<file path="src/rtl/pe_agu_issuer.sv">
`default_nettype none
// ============================================================================
// Module      : pe_agu_issuer
// Description : Loads one AGU instruction and its index stream into the idle
//               half of the ping-pong index buffer. Once the AGU is free, it
//               swaps the halves and pulses start with the latched config.
//               Optional stall counter: define PE_AGU_ISSUER_PERF_EN.
// Revision    : 1.0 - initial release
// ============================================================================
module pe_agu_issuer #(
    parameter int IDX_W      = 4,
    parameter int IDX_DEPTH  = 256,
    parameter int IDX_ADDR_W = 8
) (
    input  logic                  clk,
    input  logic                  rst,
    input  logic                  ins_valid,
    output logic                  ins_ready,
    input  logic [1:0]            ins_mode,
    input  logic [7:0]            ins_idx_cnt,
    input  logic [7:0]            ins_trip_cnt,
    input  logic                  ins_is_new,
    input  logic [3:0]            ins_pad_code,
    input  logic                  ins_cut_y,
    input  logic                  idx_valid,
    output logic                  idx_ready,
    input  logic [2*IDX_W-1:0]    idx_data,
    output logic                  switch_idx_buf,
    output logic                  start,
    output logic [1:0]            mode,
    output logic [7:0]            idx_cnt,
    output logic [7:0]            trip_cnt,
    output logic                  is_new,
    output logic [3:0]            pad_code,
    output logic                  cut_y,
    output logic [2*IDX_W-1:0]    idx_wr_data,
    output logic [IDX_ADDR_W-1:0] idx_wr_addr,
    output logic                  idx_wr_en,
    input  logic                  done,
    output logic                  busy
`ifdef PE_AGU_ISSUER_PERF_EN
    ,
    output logic [31:0]           stall_cnt
`endif
);

    localparam logic [1:0] c_L_IDLE  = 2'd0;
    localparam logic [1:0] c_L_WRITE = 2'd1;
    localparam logic [1:0] c_L_FULL  = 2'd2;

    logic [1:0]            r_state;
    logic [1:0]            w_state_nxt;

    logic [1:0]            r_slot_mode;
    logic [7:0]            r_slot_idx_cnt;
    logic [7:0]            r_slot_trip_cnt;
    logic                  r_slot_is_new;
    logic [3:0]            r_slot_pad_code;
    logic                  r_slot_cut_y;
    logic [7:0]            r_wr_ptr;

    logic [1:0]            r_mode;
    logic [7:0]            r_idx_cnt;
    logic [7:0]            r_trip_cnt;
    logic                  r_is_new;
    logic [3:0]            r_pad_code;
    logic                  r_cut_y;

    logic [2*IDX_W-1:0]    r_idx_wr_data;
    logic [IDX_ADDR_W-1:0] r_idx_wr_addr;
    logic                  r_idx_wr_en;
    logic                  r_start;
    logic                  r_start_d1;
    logic                  r_agu_busy;

    logic                  w_ins_hs;
    logic                  w_idx_hs;
    logic                  w_last_idx;
    logic                  w_in_range;
    logic                  w_issue;
    logic                  w_agu_done;

    assign ins_ready  = (r_state == c_L_IDLE) && !rst;
    assign idx_ready  = (r_state == c_L_WRITE) && !rst;
    assign w_ins_hs   = ins_valid && ins_ready;
    assign w_idx_hs   = idx_valid && idx_ready;
    assign w_last_idx = (r_wr_ptr == (r_slot_idx_cnt - 8'd1));
    assign w_in_range = (32'(r_wr_ptr) < IDX_DEPTH);

    // Waiting out the pending write keeps the swap behind the last index.
    assign w_issue    = (r_state == c_L_FULL) && !r_agu_busy && !r_idx_wr_en && !rst;

    // done is stale in the start cycle and the one after it.
    assign w_agu_done = r_agu_busy && done && !r_start && !r_start_d1;

    always_comb begin
        w_state_nxt = r_state;
        case (r_state)
            c_L_IDLE: begin
                if (w_ins_hs) begin
                    w_state_nxt = (ins_idx_cnt == 8'd0) ? c_L_FULL : c_L_WRITE;
                end
            end
            c_L_WRITE: begin
                if (w_idx_hs && w_last_idx) begin
                    w_state_nxt = c_L_FULL;
                end
            end
            c_L_FULL: begin
                if (w_issue) begin
                    w_state_nxt = c_L_IDLE;
                end
            end
            default: w_state_nxt = c_L_IDLE;
        endcase
    end

    always_ff @(posedge clk) begin
        if (rst) begin
            r_state         <= c_L_IDLE;
            r_slot_mode     <= 2'd0;
            r_slot_idx_cnt  <= 8'd0;
            r_slot_trip_cnt <= 8'd0;
            r_slot_is_new   <= 1'b0;
            r_slot_pad_code <= 4'd0;
            r_slot_cut_y    <= 1'b0;
            r_wr_ptr        <= 8'd0;
            r_idx_wr_data   <= '0;
            r_idx_wr_addr   <= '0;
            r_idx_wr_en     <= 1'b0;
        end else begin
            r_state     <= w_state_nxt;
            r_idx_wr_en <= w_idx_hs && w_in_range;
            if (w_ins_hs) begin
                r_slot_mode     <= ins_mode;
                r_slot_idx_cnt  <= ins_idx_cnt;
                r_slot_trip_cnt <= ins_trip_cnt;
                r_slot_is_new   <= ins_is_new;
                r_slot_pad_code <= ins_pad_code;
                r_slot_cut_y    <= ins_cut_y;
                r_wr_ptr        <= 8'd0;
            end else if (w_idx_hs) begin
                r_wr_ptr <= r_wr_ptr + 8'd1;
            end
            if (w_idx_hs) begin
                r_idx_wr_data <= idx_data;
                r_idx_wr_addr <= IDX_ADDR_W'(r_wr_ptr);
            end
        end
    end

    always_ff @(posedge clk) begin
        if (rst) begin
            r_mode     <= 2'd0;
            r_idx_cnt  <= 8'd0;
            r_trip_cnt <= 8'd0;
            r_is_new   <= 1'b0;
            r_pad_code <= 4'd0;
            r_cut_y    <= 1'b0;
            r_start    <= 1'b0;
            r_start_d1 <= 1'b0;
            r_agu_busy <= 1'b0;
        end else begin
            r_start    <= w_issue;
            r_start_d1 <= r_start;
            if (w_issue) begin
                r_mode     <= r_slot_mode;
                r_idx_cnt  <= r_slot_idx_cnt;
                r_trip_cnt <= r_slot_trip_cnt;
                r_is_new   <= r_slot_is_new;
                r_pad_code <= r_slot_pad_code;
                r_cut_y    <= r_slot_cut_y;
                r_agu_busy <= 1'b1;
            end else if (w_agu_done) begin
                r_agu_busy <= 1'b0;
            end
        end
    end

`ifdef PE_AGU_ISSUER_PERF_EN
    logic [31:0] r_stall_cnt;

    always_ff @(posedge clk) begin
        if (rst) begin
            r_stall_cnt <= 32'd0;
        end else if ((r_state == c_L_FULL) && r_agu_busy && (r_stall_cnt != 32'hFFFF_FFFF)) begin
            r_stall_cnt <= r_stall_cnt + 32'd1;
        end
    end

    assign stall_cnt = r_stall_cnt;
`endif

    assign switch_idx_buf = w_issue;
    assign start          = r_start;
    assign mode           = r_mode;
    assign idx_cnt        = r_idx_cnt;
    assign trip_cnt       = r_trip_cnt;
    assign is_new         = r_is_new;
    assign pad_code       = r_pad_code;
    assign cut_y          = r_cut_y;
    assign idx_wr_data    = r_idx_wr_data;
    assign idx_wr_addr    = r_idx_wr_addr;
    assign idx_wr_en      = r_idx_wr_en;
    assign busy           = ((r_state != c_L_IDLE) || r_agu_busy || r_start) && !rst;

endmodule
`default_nettype wire

</file>
<file path="config.mk">
export PLATFORM = sky130hd
export DESIGN_NAME = pe_agu_issuer
export DESIGN_NICKNAME = d
export VERILOG_FILES = /design/src/rtl/pe_agu_issuer.sv
export SDC_FILE = /design/constraint.sdc
export NUM_CORES = 1
export LEC_CHECK = 0
export BUFFER_PORTS_ARGS = -buffer_cell sky130_fd_sc_hd__buf_2
export CAP_MARGIN = 40
export CELL_PAD_IN_SITES_DETAIL_PLACEMENT = 1
export CELL_PAD_IN_SITES_GLOBAL_PLACEMENT = 1
export CORE_AREA = 5 5 95 97
export CTS_BUF_LIST = sky130_fd_sc_hd__clkbuf_2 sky130_fd_sc_hd__clkbuf_4 sky130_fd_sc_hd__clkbuf_8
export DETAILED_ROUTE_END_ITERATION = 8
export DIE_AREA = 0 0 100 102
export GPL_ROUTABILITY_DRIVEN = 0
export GPL_TIMING_DRIVEN = 0
export PLACE_DENSITY_LB_ADDON = 0.1
export RECOVER_POWER = 50
export SYNTH_ARGS = -nofsm -noshare
export SYNTH_HDL_FRONTEND = slang
export SYNTH_SLANG_ARGS = --single-unit
</file>
<file path="constraint.sdc">
create_clock -name clk -period 1.7 [get_ports clk]
set_input_delay 0.34 -clock clk [delete_from_list [all_inputs] [get_ports clk]]
set_output_delay 0.34 -clock clk [all_outputs]
set_load 0.1 [all_outputs]
</file>
==> results of run 1 <==
[per-layer routing]
layer,vias to the layer above,routed length [um],global-route usage [%]
li1,1453,-,-
met1,1359,4040,22.2
met2,62,4520,33.4
met3,13,501,5.12
met4,0,143,6.11
met5,-,0,0
[cell usage after synthesis]
cell,count
a21oi_1,7
o32ai_1,1
o21ai_0,4
xor2_2,1
nor4_4,2
nor2b_1,1
a31oi_1,2
nand2_1,135
nand3b_1,1
and3b_1,1
nand4_1,5
buf_2,9
nand3_1,5
nand3_2,1
clkbuf_1,14
nor3_1,5
o21ai_1,58
nor3b_2,1
nor4b_2,1
and3_1,1
dfxtp_1,78
o31ai_1,2
xor2_1,7
inv_2,3
or2_1,1
buf_4,1
clkbuf_2,1
a31o_1,1
o2111ai_1,1
inv_1,2
xnor2_1,10
nor4_1,3
nor2_1,16
ha_1,2
[worst max-delay path by stage]
stage / from / end / slack, ns / depth (start not counted)
2_1_floorplan: rst / idx_ready / -0.40 / 2
3_3_place_gp: rst / switch_idx_buf / -0.31 / 6
3_5_place_dp: rst / switch_idx_buf / -0.34 / 6
4_1_cts: r_state[1] / switch_idx_buf / -0.06 / 5
5_1_grt: r_state[1] / r_state[0] / -0.14 / 6
6_report: r_state[1] / switch_idx_buf / -0.04 / 5
[through the flow]
stage,setup slack (ns),total power (W)
floorplan,-0.395,0.00240
global placement,-0.310,0.00254
detailed placement,-0.344,0.00256
CTS,-0.0567,0.00441
global route,-0.137,0.00456
finish,-0.0411,0.00439
[report_power, final]
group	internal (W)	switching, W	total [W]
logic	0.000195	0.000424	0.000619
registers	0.00190	0.0000649	0.00196
clock network	0.00115	0.000655	0.00181
total	0.00324	0.00114	0.00439
[flip-flops by register name, indices dropped and copies added (netlist names)]
register,count
r_wr_ptr,8
pad_code,4
idx_wr_addr,8
r_slot_trip_cnt,8
trip_cnt,8
r_agu_busy,1
r_slot_pad_code,4
cut_y,1
r_state,2
r_slot_mode,2
idx_cnt,8
r_slot_idx_cnt,8
r_slot_cut_y,1
mode,2
start,1
is_new,1
idx_wr_en,1
r_slot_is_new,1
r_start_d1,1
idx_wr_data,8
[worst max-delay path: cells and delay by family (launching register included)]
| kind | cells | cell delay [ns] |
|---|---|---|
| DFF | 1 | 0.34 |
| buffers and inverters | 3 | 0.46 |
| and+or+nand+nor | 2 | 0.26 |
[cell type report]
| cell class | count | area [um^2] |
|---|---|---|
| clock buffer | 11 | 139 |
| clock inverter | 4 | 120 |
| inverter | 5 | 18.8 |
| buffer | 23 | 129 |
| sequential | 78 | 1580 |
| tap | 105 | 131 |
| timing repair buffer | 88 | 498 |
| multi-input combinational | 275 | 1460 |
| fill | 1025 | 3980 |
[kinds of logic (layout without fill, tap and decap cells)]
kind of cell,count (synthesis),after routing,share of synthesized area [%]
AOI/OAI and AO/OA,76,76,13.0
xor gates and xnor gates,18,18,5.39
adders and majority gates,2,2,0.817
buffers and inverters,30,131,4.21
DFF,78,78,51.0
and+or+nand+nor,179,179,25.5
[timing repair]
item                       CTS  global route
pin swaps                    2             2
setup endpoints to repair   14            63
gates resized for setup     28            16
buffers inserted             6             0
==> parameters.txt, run 1 <==
Parameter                              Value

STA
  Max-slew headroom    54.3%
  Worst hold slack after final layout    0.194 ns
  Final period utilization    102%
  Number of endpoints failing setup at the final stage    5
  Setup repair after global routing missed its margin    true
  Accumulated negative setup slack    -0.125 ns
  Maximum clock frequency    574 MHz
  Slew Viols, Final    0
  Post-route minimum period    approximately 1.7 ns
  Number of hold violations in the final report    0
  Transition at the pin with the smallest max-transition slack    just under 0.7 ns
  Worst Setup Slack, final    -0.0411 ns
  Final clock skew    0.0109 ns

Floorplanning
  Top-level I/O count    83
  Initial core utilization    38.0%
  Number of standard-cell rows in the floorplan    33
  Die Span X    100 um
  Core footprint    8050 um^2
  Chip height    roughly 100 um
  Total die area    10200 um^2

Clock network
  Clk sinks    78
  CTS Buf Count    9
  Clock transition at the registers of the reported paths    0.08 ns
  Clk_lat worst skew    0.34 ns
  Buffer levels on the longest clock path    2
  Root buffer cell    clkbuf_8
  TritonCTS clock tree    built
  # hold bufs at CTS    0
  CTS HTree Levels    3

Place
  HPWL reported at the end of detailed placement    6.54 mm
  Number of cells after detailed placement    570
  Placed cell areas    3630 um^2
  Count of buffers from port buffering    82

Hold path
  Worst-case hold path end point    r_slot_pad_code[0]
  Worst hold path depth    3
  Worst hold path startpoint    ins_pad_code[0]
  Worst Hold Class    in -> reg

Setup path
  Worst R2R Start    r_state[1]
  Number of cell instances on the worst register-to-register path    6
  CP Class    reg -> out
  Required time at the endpoint of the critical path    1.36 ns
  Largest fanout on the critical path    8
  Cell occurring most often along the worst timing path    buf_6
  Crit-path cells    buf_6 -> nand3_4 -> nor3_4 -> buf_6 -> buf_12
  Kind of end point of the critical path    primary output
  Arrival time worst endpoint    1.40 ns
  Critical path launch point type    register
  Largest stage delay on the critical path    0.34 ns
  R2R setup slack    -0.01 ns
  Critical path's slowest cell    dfxtp_2
  Destination of the worst register-to-register timing path    r_state[0]

Finish
  Layout cell share with drive strength beyond 1    28.9%
  Layout-stage area growth over the synthesis result    32.9%
  Post-Layout Inst Area    about 4100 um^2
  Final core occ    50.5%
  Total Nets Final    519
  Final Non-Filler Cells    589
  Highest-count cells in the layout ignoring fill and taps    135 x nand2_1, 81 x buf_2, 71 x dfxtp_1
  Count of antenna diodes in the layout    0
  Most common cell after layout, fill and taps aside    nand2_1

GRT
  Global-route wire length before repair    approximately 15 mm
  Combined global-route utilization of all metal layers    between 10% and 20%
  Maximum number of pins on one net before global-route repair    13
  Number of global-route vias before repair    3137
  Number of antenna violations at the first check in global routing    0
  Total congestion overflow after global routing    0

Status
  Run status    complete, but fails checks
  Violations in the final reports    setup timing

Synthesis
  Largest cells by area after synthesis    dfxtp_1 51%, nand2_1 17%, o21ai_1 9.5%
  Area share of the leading cell type in the synthesized netlist    51.0%
  Post-synthesis cell count    383
  Biggest area consumer among synthesized cells    dfxtp_1
  Post-synthesis cell type count    34
  Number of flip-flops and latches in the synthesized netlist    78
  Yosys warning count    0
  Sequential share of the synthesized area    51.0%
  Syn_nets    ~420
  Synth Area per Inst    7.99 um^2
  Cell area after technology mapping    roughly 3000 um^2

Detailed routing
  Average via count per standard cell    4.90
  Detail-routed net length per standard cell    around 16 um
  Detailed Routing Iterations Pass 1    4
  Iteration-0 DRC Markers    50
  Detail Route Antenna Nets    0
  DRC errors left    0
  Via count of the routed design    2887
  Detailed-route wire length    between 9 and 10 mm

Power and ir drop
  Leak    1.71 nW
  Total power divided by cell area    1080 nW/um^2
  Max rail drop VDD    0.000403 V

Run
  Max Cap Viol    0
Note: power is estimated with default switching activity, not from simulation.
==> run 2: changes to the inputs <==
- HOLD_SLACK_MARGIN: not set -> 0.08
- SETUP_SLACK_MARGIN: not set -> 0.05
==> parameters.txt, run 2 (synthesis gave the netlist of run 1 again) <==
Parameter                              Value

Finish
  Highest-count cells in the layout ignoring fill and taps    135 x nand2_1, 83 x buf_2, 68 x dfxtp_1
  Count of antenna diodes in the layout    0
  Layout cell share with drive strength beyond 1    32.5%
  Total Nets Final    527
  Number of fillers in the final layout    between 1k and 1.5k
  Layout-stage area growth over the synthesis result    35.9%
  Most common cell after layout, fill and taps aside    nand2_1

Setup path
  Critical path's slowest cell    dfxtp_2
  Largest stage delay on the critical path    approximately 0.34 ns
  Kind of cell adding the most delay to the critical path    buffers and inverters
  Required time at the endpoint of the critical path    1.36 ns
  Buf/Inv on CP    3
  Critical path launch point type    register
  Arrival time worst endpoint    1.40 ns
  Crit-path cells    buf_8 -> nand3_4 -> nor3_4 -> buf_6 -> buf_12
  CP Class    reg -> out
  Largest fanout on the critical path    8
  Kind of end point of the critical path    primary output

Clock network
  CTS HTree Levels    3
  CTS Buf Count    9
  # hold bufs at CTS    0
  Buffer levels on the longest clock path    2
  Root buffer cell    clkbuf_8
  TritonCTS clock tree    built
  Clock transition at the registers of the reported paths    0.09 ns
  Clk_lat worst skew    0.35 ns
  Clk sinks    between 70 and 80

Detailed routing
  Detail-routed net length per standard cell    15.6 um
  Average via count per standard cell    4.94
  Detailed-route wire length    9.31 mm
  DRC errors left    0
  Iteration-0 DRC Markers    just over 80
  Detailed Routing Iterations Pass 1    5
  Detail Route Antenna Nets    0
  Via count of the routed design    slightly below 3k

STA
  Worst Setup Slack, final    -0.0436 ns
  Number of endpoints failing setup at the final stage    1
  Slew Viols, Final    0
  Accumulated negative setup slack    -0.0436 ns
  Number of hold violations in the final report    0
  Post-route minimum period    around 1.7 ns
  Final clock skew    0.0125 ns
  Max-slew headroom    about two thirds
  Transition at the pin with the smallest max-transition slack    0.522 ns
  Final period utilization    103%
  Maximum clock frequency    574 MHz
  Setup repair after global routing missed its margin    true

GRT
  Total congestion overflow after global routing    0
  Number of global-route vias before repair    3096
  Combined global-route utilization of all metal layers    a little under a fifth
  Maximum number of pins on one net before global-route repair    14
  Global-route wire length before repair    15.1 mm
  Number of antenna violations at the first check in global routing    0

Status
  Violations in the final reports    setup timing
  Run status    complete, but fails checks

Run
  Max Cap Viol    0

Floorplanning
  Chip height    102 um
  Number of standard-cell rows in the floorplan    33
  Core footprint    a little over 8000 um^2
  Die Span X    around 100 um
  Total die area    about 10000 um^2
  Top-level I/O count    between 80 and 90
  Initial core utilization    38.0%

Place
  Pre-CTS setup slack    -0.437 ns
  Count of buffers from port buffering    just over 80
  HPWL reported at the end of detailed placement    6.51 mm

Power and ir drop
  Leak    1.76 nW
  Max rail drop VDD    0.000488 V
  Total power divided by cell area    1040 nW/um^2

Hold path
  Worst Hold Class    in -> reg
==> run 2: area by class of cell <==
cell class,instances,area [um^2],area share (%)
inverters,5,21.3,0.511
repair buffers,95,551,13.2
plain buffers,24,155,3.73
clock buffers,11,139,3.34
well taps,105,131,3.16
multi-input cells,275,1480,35.5
flip-flops and latches,78,1580,38.0
clock inverters,5,108,2.59
==> run 2: final timing paths <==
check                     from             end  slack, ns  cells past startpoint
max                 r_state[1]  switch_idx_buf      -0.04                      5
min                idx_data[4]  idx_wr_data[4]       0.18                      3
max reg2reg  r_slot_idx_cnt[1]      r_state[0]       0.05                      8
min reg2reg     idx_wr_addr[2]  idx_wr_addr[2]       0.45                      2
==> run 2: layer usage <==
layer	GRT usage [%]	part of all wire, %
met2	33.1	50
met1	23.0	44
met3	4.10	5.0
met5	0	0
met4	4.77	0.77
==> run 2: worst min-delay path: stages <==
cell and delay (ns):
buf_2 0.07, nand2_1 0.04, o21ai_1 0.05
==> run 2: power breakdown <==
part	total [W]	switching (W)	internal, W
sequential	0.00196	0.0000629	0.00190
combinational	0.000661	0.000440	0.000221
clock	0.00171	0.000693	0.00101
==> run 2: per-stage QoR <==
stage                     hold slack (ns)  std cells  util (%)  area, um^2  total power, W
after floorplan                     0.426        383         -        3110         0.00241
final                               0.184        598      51.7        4160         0.00433
after global placement              0.433        570      45.4        3650         0.00255
after detailed placement            0.440        570      45.4        3650         0.00257
after CTS                           0.170        589      49.9        4020         0.00431
after global routing                0.183        598      51.7        4160         0.00450
==> run 2: repair_timing <==
item	CTS	global route
pin swaps	3	11
setup buffers	3	10
cloned	0	0
resized for setup	31	27
endpoints found under the setup margin	56	62
hold endpoints to repair	0	0
==> run 3: changes to the inputs <==
- BUFFER_PORTS_ARGS: -buffer_cell sky130_fd_sc_hd__buf_2 -> -buffer_cell sky130_fd_sc_hd__buf_4
==> parameters.txt, run 3 (synthesis gave the netlist of run 1 again) <==
Parameter                              Value

Status
  Run status    complete, but fails checks
  Violations in the final reports    setup timing

Hold path
  Worst hold path startpoint    idx_data[7]
  Worst-case hold path end point    idx_wr_data[7]
  Worst hold path depth    3
  Worst Hold Class    in -> reg

Setup path
  Largest fanout on the critical path    5
  Critical path launch point type    register
  Largest stage delay on the critical path    0.38 ns
  Worst R2R Start    r_state[1]
  Kind of cell adding the most delay to the critical path    flip-flops
  Required time at the endpoint of the critical path    1.36 ns
  Number of cell instances on the worst register-to-register path    6
  Buf/Inv on CP    3
  Critical path's slowest cell    dfxtp_4
  Destination of the worst register-to-register timing path    r_slot_idx_cnt[5]
  R2R setup slack    0.02 ns
  CP Class    reg -> out
  Worst Setup SP    r_state[0]
  Crit-path cells    inv_4 -> nand3_4 -> nor3_4 -> buf_6 -> buf_12
  Arrival time worst endpoint    1.38 ns
  Kind of end point of the critical path    primary output

Place
  Count of buffers from port buffering    82
  Placed cell areas    between 3000 and 4000 um^2
  Number of cells after detailed placement    570
  HPWL reported at the end of detailed placement    6.57 mm
  Pre-CTS setup slack    -0.293 ns

Finish
  Most common cell after layout, fill and taps aside    nand2_1
  Number of fillers in the final layout    1007
  Post-Layout Inst Area    4320 um^2
  Layout cell share with drive strength beyond 1    32.0%
  Highest-count cells in the layout ignoring fill and taps    135 x nand2_1, 92 x buf_4, 69 x dfxtp_1
  Count of antenna diodes in the layout    0
  Final core occ    a little over half
  Area used by sequential logic in the layout    approximately 1600 um^2
  Layout-stage area growth over the synthesis result    41.0%
  Final Non-Filler Cells    598
  Combined area of the multi-input logic cells    1480 um^2
  Total Nets Final    527

STA
  Number of endpoints failing setup at the final stage    1
  Setup repair after global routing missed its margin    true
  Final clock skew    0.0121 ns
  Final period utilization    101%
  Worst Setup Slack, final    -0.0227 ns
  Max-slew headroom    roughly 66%
  Number of hold violations in the final report    0
  Transition at the pin with the smallest max-transition slack    0.510 ns
  Slew Viols, Final    0
  Post-route minimum period    roughly 1.7 ns
  Maximum clock frequency    580 MHz

Detailed routing
  Detail Route Antenna Nets    0
  Average via count per standard cell    4.90
  Detailed Routing Iterations Pass 1    4
  Via count of the routed design    2929
  Detail-routed net length per standard cell    15.8 um
  Iteration-0 DRC Markers    38
  DRC errors left    0
  Detailed-route wire length    9.44 mm

Run
  Max Cap Viol    0

Clock network
  CTS HTree Levels    3
  Clk sinks    78
  Clk_lat worst skew    about 0.35 ns
  Root buffer cell    clkbuf_8
  # hold bufs at CTS    0
  TritonCTS clock tree    built
  Clock transition at the registers of the reported paths    0.08 ns
  Buffer levels on the longest clock path    2
  CTS Buf Count    9

Floorplanning
  Total die area    10200 um^2
  Initial core utilization    38.0%
  Die Span X    100 um
  Core footprint    8050 um^2
  Chip height    just over 100 um
  Top-level I/O count    83
  Number of standard-cell rows in the floorplan    33

Power and ir drop
  Combinational share of power    17.5%
  Total internal power    0.00285 W
  Sw Pwr    about 0.0012 W
  Switching share of power    29.3%
  Leak    ~1.8 nW
  Total power divided by cell area    roughly 930 nW/um^2
  Clk pwr share    33.9%
  Max rail drop VDD    0.000435 V
  Sequential share of power    between 40% and 50%

GRT
  Total congestion overflow after global routing    0
  Number of antenna violations at the first check in global routing    0
  Maximum number of pins on one net before global-route repair    14
  Global-route wire length before repair    14.9 mm
  Combined global-route utilization of all metal layers    18.6%
  Number of global-route vias before repair    3055
==> run 3: cell count changes in the layout (fill, tap and decap cells not counted), sizes merged <==
cell and delta:
clkinv +3, bufinv -2, clkbuf -1
==> run 3: timing repair <==
action                                  in CTS  in global routing
buffers inserted                             9                  4
endpoints found under the setup margin      54                 52
hold endpoints to repair                     0                  0
gates resized for setup                     28                 29
pin swaps                                    6                  9
==> run 3: area by class of cell <==
class / instances / area share, %
repair buffers: 95 / 17.8
inverters: 5 / 0.493
clock buffers: 10 / 3.04
flip-flops and latches: 78 / 36.7
clock inverters: 6 / 1.45
well taps: 105 / 3.04
plain buffers: 24 / 3.30
multi-input cells: 275 / 34.2
==> run 3: power groups by stage <==
stage / registers (W) / logic (W) / clock network [W]
5_1_grt: 0.00197 / 0.000763 / 0.00148
4_1_cts: 0.00196 / 0.000661 / 0.00139
6_report: 0.00196 / 0.000704 / 0.00137
2_1_floorplan: 0.00211 / 0.000295 / 0
3_3_place_gp: 0.00200 / 0.000589 / 0
3_5_place_dp: 0.00200 / 0.000605 / 0
==> run 3: worst max path at each step <==
| stage | end | cells after the start |
|---|---|---|
| after floorplan | idx_ready | 2 |
| after global placement | switch_idx_buf | 6 |
| after detailed placement | switch_idx_buf | 6 |
| after CTS | switch_idx_buf | 5 |
| after global routing | r_slot_idx_cnt[1] | 6 |
| final | switch_idx_buf | 5 |
==> run 3: worst register-to-register path, cell delays in order, from the launching register on <==
cell and delay [ns]:
dfxtp_2 0.33, buf_8 0.13, nor4b_2 0.42, buf_4 0.26, buf_2 0.24, nand2_1 0.11, o21ai_1 0.11
==> run 3: metrics by stage <==
stage          hold slack (ns)  TNS (ns)  power, W
3_5_place_dp             0.439     -3.06   0.00260
4_1_cts                  0.182    -0.137   0.00401
5_1_grt                  0.192    -0.925   0.00421
2_1_floorplan            0.426  -0.00331   0.00241
6_report                 0.192   -0.0227   0.00403
3_3_place_gp             0.433     -2.59   0.00259
==> run 3: per-layer routing <==
metal / track usage, % / vias up / wire (um)
met5: 0 / - / 0
met4: 5.91 / 0 / 93
met3: 4.16 / 6 / 567
met2: 32.9 / 66 / 4810
met1: 22.7 / 1388 / 3970
li1: - / 1469 / -
